<file path="config.mk">
export PLATFORM = sky130hd
export DESIGN_NAME = ppbus_phy
export DESIGN_NICKNAME = d
export VERILOG_FILES = /design/src/rtl/ppbus_phy.sv
export SDC_FILE = /design/constraint.sdc
export NUM_CORES = 1
export LEC_CHECK = 0
export CAP_MARGIN = 30
export CORE_ASPECT_RATIO = 0.9
export CORE_MARGIN = 2
export CORE_UTILIZATION = 55
export DETAILED_ROUTE_END_ITERATION = 10
export DONT_BUFFER_PORTS = 1
export PLACE_DENSITY_LB_ADDON = 0.3
export SLEW_MARGIN = 20
export SYNTH_ARGS = -nofsm -noshare
export SYNTH_HDL_FRONTEND = slang
export SYNTH_SLANG_ARGS = --single-unit
</file>
<file path="constraint.sdc">
create_clock -name i_clk -period 7.6 [get_ports i_clk]
set_clock_uncertainty 0.2 [all_clocks]
set_input_delay 1.14 -clock i_clk [delete_from_list [all_inputs] [get_ports i_clk]]
set_output_delay 1.14 -clock i_clk [all_outputs]
set_load 0.01 [all_outputs]
</file>
<file path="src/rtl/ppbus_phy.sv">
// rtl/ppbus_phy.sv - Pi parallel-port handshake engine with transmit FIFO
module ppbus_phy #(
    parameter int NSYNC  = 2,
    parameter int LGFLEN = 2
) (
    input  logic       i_clk,
    input  logic       i_reset,
    output logic       o_rx_stb,
    output logic [7:0] o_rx_data,
    input  logic       i_tx_stb,
    input  logic [7:0] i_tx_data,
    output logic       o_tx_busy,
    input  logic       i_pp_dir,
    input  logic       i_pp_clk,
    input  logic [7:0] i_pp_data,
    output logic [7:0] o_pp_data,
    output logic       o_pp_oe,
    output logic       o_pp_clkfb
);

    localparam int              DEPTH    = 1 << LGFLEN;
    localparam logic [LGFLEN:0] CNT_FULL = (LGFLEN+1)'(DEPTH);
    localparam logic [LGFLEN:0] CNT_ONE  = (LGFLEN+1)'(1);
    localparam logic [LGFLEN-1:0] PTR_ONE = LGFLEN'(1);

    // Pin synchronizers: equal depth so data is stable whenever s_clk moves.
    logic [NSYNC-1:0]      clk_sync_q, clk_sync_d;
    logic [NSYNC-1:0]      dir_sync_q, dir_sync_d;
    logic [NSYNC-1:0][7:0] data_sync_q, data_sync_d;

    always_comb begin
        clk_sync_d  = {clk_sync_q[NSYNC-2:0], i_pp_clk};
        dir_sync_d  = {dir_sync_q[NSYNC-2:0], i_pp_dir};
        data_sync_d = {data_sync_q[NSYNC-2:0], i_pp_data};
    end

    always_ff @(posedge i_clk) begin
        clk_sync_q  <= clk_sync_d;
        dir_sync_q  <= dir_sync_d;
        data_sync_q <= data_sync_d;
    end

    logic       s_clk;
    logic       s_dir;
    logic [7:0] s_data;

    assign s_clk  = clk_sync_q[NSYNC-1];
    assign s_dir  = dir_sync_q[NSYNC-1];
    assign s_data = data_sync_q[NSYNC-1];

    logic              rx_stb_q, rx_stb_d;
    logic [7:0]        rx_data_q, rx_data_d;
    logic [7:0]        pp_data_q, pp_data_d;
    logic              pp_oe_q, pp_oe_d;
    logic              clkfb_q, clkfb_d;
    logic              dir_q, dir_d;
    logic [LGFLEN-1:0] wr_ptr_q, wr_ptr_d;
    logic [LGFLEN-1:0] rd_ptr_q, rd_ptr_d;
    logic [LGFLEN:0]   count_q, count_d;
    logic [7:0]        fifo_mem_q [DEPTH];

    logic fifo_full;
    logic fifo_empty;
    logic push;
    logic pop;
    logic pending;
    logic dir_change;

    assign fifo_full  = (count_q == CNT_FULL);
    assign fifo_empty = (count_q == '0);
    assign push       = i_tx_stb && !fifo_full;
    assign pending    = (s_clk != clkfb_q);
    assign dir_change = (s_dir != dir_q);

    always_comb begin
        rx_stb_d  = 1'b0;
        rx_data_d = rx_data_q;
        pp_data_d = pp_data_q;
        clkfb_d   = clkfb_q;
        pop       = 1'b0;
        dir_d     = s_dir;
        pp_oe_d   = !s_dir;

        // A direction flip drops any in-flight request instead of serving it.
        if (dir_change) begin
            clkfb_d = s_clk;
        end else if (pending) begin
            if (dir_q) begin
                rx_data_d = s_data;
                rx_stb_d  = 1'b1;
                clkfb_d   = s_clk;
            end else if (!fifo_empty) begin
                pp_data_d = fifo_mem_q[rd_ptr_q];
                pop       = 1'b1;
                clkfb_d   = s_clk;
            end
        end
    end

    always_comb begin
        wr_ptr_d = wr_ptr_q;
        rd_ptr_d = rd_ptr_q;
        count_d  = count_q;
        if (push) begin
            wr_ptr_d = wr_ptr_q + PTR_ONE;
        end
        if (pop) begin
            rd_ptr_d = rd_ptr_q + PTR_ONE;
        end
        case ({push, pop})
            2'b10:   count_d = count_q + CNT_ONE;
            2'b01:   count_d = count_q - CNT_ONE;
            default: count_d = count_q;
        endcase
    end

    always_ff @(posedge i_clk) begin
        if (push) begin
            fifo_mem_q[wr_ptr_q] <= i_tx_data;
        end
    end

    always_ff @(posedge i_clk) begin
        if (i_reset) begin
            rx_stb_q  <= 1'b0;
            rx_data_q <= 8'h00;
            pp_data_q <= 8'h00;
            pp_oe_q   <= 1'b0;
            clkfb_q   <= 1'b0;
            dir_q     <= 1'b1;
            wr_ptr_q  <= '0;
            rd_ptr_q  <= '0;
            count_q   <= '0;
        end else begin
            rx_stb_q  <= rx_stb_d;
            rx_data_q <= rx_data_d;
            pp_data_q <= pp_data_d;
            pp_oe_q   <= pp_oe_d;
            clkfb_q   <= clkfb_d;
            dir_q     <= dir_d;
            wr_ptr_q  <= wr_ptr_d;
            rd_ptr_q  <= rd_ptr_d;
            count_q   <= count_d;
        end
    end

    assign o_rx_stb   = rx_stb_q;
    assign o_rx_data  = rx_data_q;
    assign o_pp_data  = pp_data_q;
    assign o_pp_oe    = pp_oe_q;
    assign o_pp_clkfb = clkfb_q;
    assign o_tx_busy  = fifo_full;

endmodule
</file>
==> results.md <==
* Status: finished clean
* Sequential share of power at 0.602
* TritonCTS Buffers at 9
* Clock share of power at 0.335
* Setup CP Type: flip-flop to flip-flop
* Pint at 604 uW
* Peak Freq at 0.348 GHz
* Dpl ws at 4.74 ns
* Slowest-stage cell, CP: dfxtp_1
* Setup crit end kind: flip-flop
* Largest area contributor in the netlist: edfxtp_1
* Port bufs at 0
* Total setup buffers inserted after CTS at 0
* RSZ-0062 raised after global routing: no
* Clock slew seen by the registers of the worst setup and hold paths at 0.08 ns
* # clock sinks at 79
* FILL cells at 380
* Main combinational cell family by area after synthesis: simple AND/OR/NAND/NOR gates
* Count leader, synth: dfxtp_1
* Leakage power at 0.00111 uW
* Worst-skew pair later-pin latency at 0.34 ns
* Max Cap Viol at 0
* Nets at 235
* Min Clock Period, post-route at 2.87 ns
* Register area share after synthesis at 0.678
* Synth top area share at 0.342
* Wirelength per Cell at 17.5 microns
* Gr usage total at 0.188
* Syn_area_per_cell at 13.6 sq um
* Number of synthesized flops with an enable pin at 32
* Max stage delay on crit path at 0.38 ns
* I/O pin cnt at 41
* Rel. slew slack at 0.385
* Row cnt at 24
* Syn nets at 234
* Drt first pass iters at 4
* Iter 0 DRT Violations at 181
* HPWL reported at the end of detailed placement at 3.38 mm
* Layout cells sized above 1 at 0.151
* Ant. Diodes at 0
* FF+latch count, synth at 79
* Sw Share at 0.231
* Slew Viols, Final at 0
* Fin worst setup slack at 4.73 ns
* PwrDens at 261 nW/um^2
* Synth Area in Adders at 0.0339
* Critical Path RT at 7.66 ns
* DR vias at 1,618
* Final hold vios at 0
* H-Tree Level Count at 3
* VDD IR max at 161 uV
* Gate count of the mapped netlist at 206
* Setup tns final at 0 ns
* Top FF cell, synth: dfxtp_1
* Most frequent CP cell: ha_1
* DIE AREA at 5690 sq um
* CP Launch Type: flip-flop
* CP Max Fanout at 12
* Post-CTS Hold Buffers at 0
* Final GP Congestion at 0.794
* Commonest cells in the netlist: dfxtp_1, edfxtp_1, a21oi_1, o21ai_0
* Initial antenna violation count at 0
* DR vias/cell at 5.84
* Die Wd at 79.3 microns
* Setup Viol. Count Final at 0
* Worst-Margin Slew at 0.915 ns
* Largest cells by area after synthesis: edfxtp_1, dfxtp_1, mux4_2, ha_1, a21oi_1
* TritonCTS clock tree: built
* Root buffer cell: clkbuf_8
* Critical Path, Cell by Cell: ha_1 > or2_2 > nor3_1 > ha_1 > inv_1 > fa_1 > xor2_1 > or3_1 > a21oi_1
* Net Switching at 182 uW
* Die Y at 71.8 microns
* Area grow syn2layout at 7.40%
* Worst min-delay path category: flip-flop to flip-flop
* Critical Path AT at 2.94 ns
* Post-Synth Simple-Gate Area at 0.0945
* Post-route ant nets at 0
* Combinational power share at 0.063
* Max Buffers Root-to-Sink at 2
* Synthesized area at 2810 sq um
* Largest net degree at the start of global routing at 22
* Resize count post-CTS at 0
* CORE AREA at 4890 sq um
* Initial Utilization at 0.573
* Multiplexer share of the synthesized area at 0.0695
* Synth Area in XOR/XNOR at 0.0152
* Ys async rst share at 0
* First-pass GRT wire length at 7.80 mm
* Synth unique cells at 30
* Routed WL at 4.84 mm
* Period utilisation layout at 0.378
* Vias in the first global route at 1,587
* Post-route DRC at 0
* Synth warn at 0
* Grt total ovfl at 0
* Synth Area in Compound Gates at 0.0740
[placed cells by master, fill, tap and decap left out, types with 2 or more instances in the layout]
master | Yosys | routed
mux4_2 | 8 | 8
nor2_1 | 6 | 6
nand2_1 | 8 | 8
or2_2 | 2 | 2
and3_1 | 4 | 4
inv_1 | 11 | 11
nand3_1 | 11 | 11
o311ai_0 | 8 | 8
xor2_1 | 2 | 2
o21ai_0 | 12 | 12
clkinv_2 | 0 | 5
nand4_1 | 8 | 8
or3_1 | 2 | 2
a21oi_1 | 14 | 14
edfxtp_1 | 32 | 32
clkbuf_8 | 0 | 10
nor3_1 | 3 | 3
dfxtp_1 | 47 | 47
ha_1 | 6 | 6
[per-layer routing]
metal | wire length [microns] | vias to the layer above | track usage
met5 | 0 | - | 0
met4 | 9 | 0 | 0.0479
met3 | 394 | 2 | 0.0957
met2 | 2570 | 54 | 0.314
met1 | 1860 | 797 | 0.216
li1 | - | 765 | -
[cell families (layout without fill, tap and decap cells)]
logic type                 after synthesis  count (layout)
adders and majority gates                7               7
xor gates and xnor gates                 4               4
muxes                                    9               9
and+or+nand+nor                         49              49
buffers and inverters                   23              29
DFF                                     79              79
AOI/OAI and AO/OA                       35              35
[cell type report]
class | instances | area [sq um] | share of cell area
tap | 65 | 81.3 | 0.0270
clock buffer | 10 | 138 | 0.0457
inverter | 11 | 41.3 | 0.0137
timing repair buffer | 2 | 12.5 | 0.00415
multi-input combinational | 104 | 806 | 0.267
clock inverter | 6 | 33.8 | 0.0112
sequential | 79 | 1900 | 0.631
[metrics by stage]
stage,utilization,instance area [sq um],hold WS (ns),power (uW),cells
after CTS,0.616,3010,0.125,789,277
after global placement,0.580,2840,0.112,527,260
final,0.616,3010,0.122,785,277
after global routing,0.616,3010,0.126,819,277
after detailed placement,0.581,2840,0.113,532,261
after floorplan,-,2810,0.110,520,206
[power groups by stage]
| stage | combinational (uW) | sequential, uW | clock [uW] |
|---|---|---|---|
| final | 49.7 | 473 | 263 |
| after global routing | 56.1 | 475 | 288 |
| after CTS | 49.8 | 473 | 266 |
| after detailed placement | 49.5 | 483 | 0 |
| after global placement | 45.8 | 481 | 0 |
| after floorplan | 41.6 | 479 | 0 |
[sequential cells by signal, summed over array words and instances (netlist names), 2 cells and up]
name,cells
clk_sync_q,2
count_q,3
data_sync_d,8
dir_sync_q,2
fifo_mem_q,32
o_pp_data,8
o_rx_data,8
rd_ptr_q,2
s_data,8
wr_ptr_q,2
[final timing paths]
path	endpoint	cells past startpoint	slack (ns)	start
worst max-delay path	count_q[2]	9	4.73	dir_q
worst min-delay path	s_data[5]	0	0.12	data_sync_d[13]
worst max register to register	count_q[2]	9	4.73	dir_q
worst min register to register	s_data[5]	0	0.12	data_sync_d[13]
[worst max-delay path, delay by kind of cell, from the launching register on]
family	cells	cell delay (ns)
and+or+nand+nor	3	0.95
adders and majority gates	3	0.90
DFF	1	0.38
xor gates and xnor gates	1	0.16
AOI/OAI and AO/OA	1	0.16
buffers and inverters	1	0.06
(Power assumes the default switching activity.)
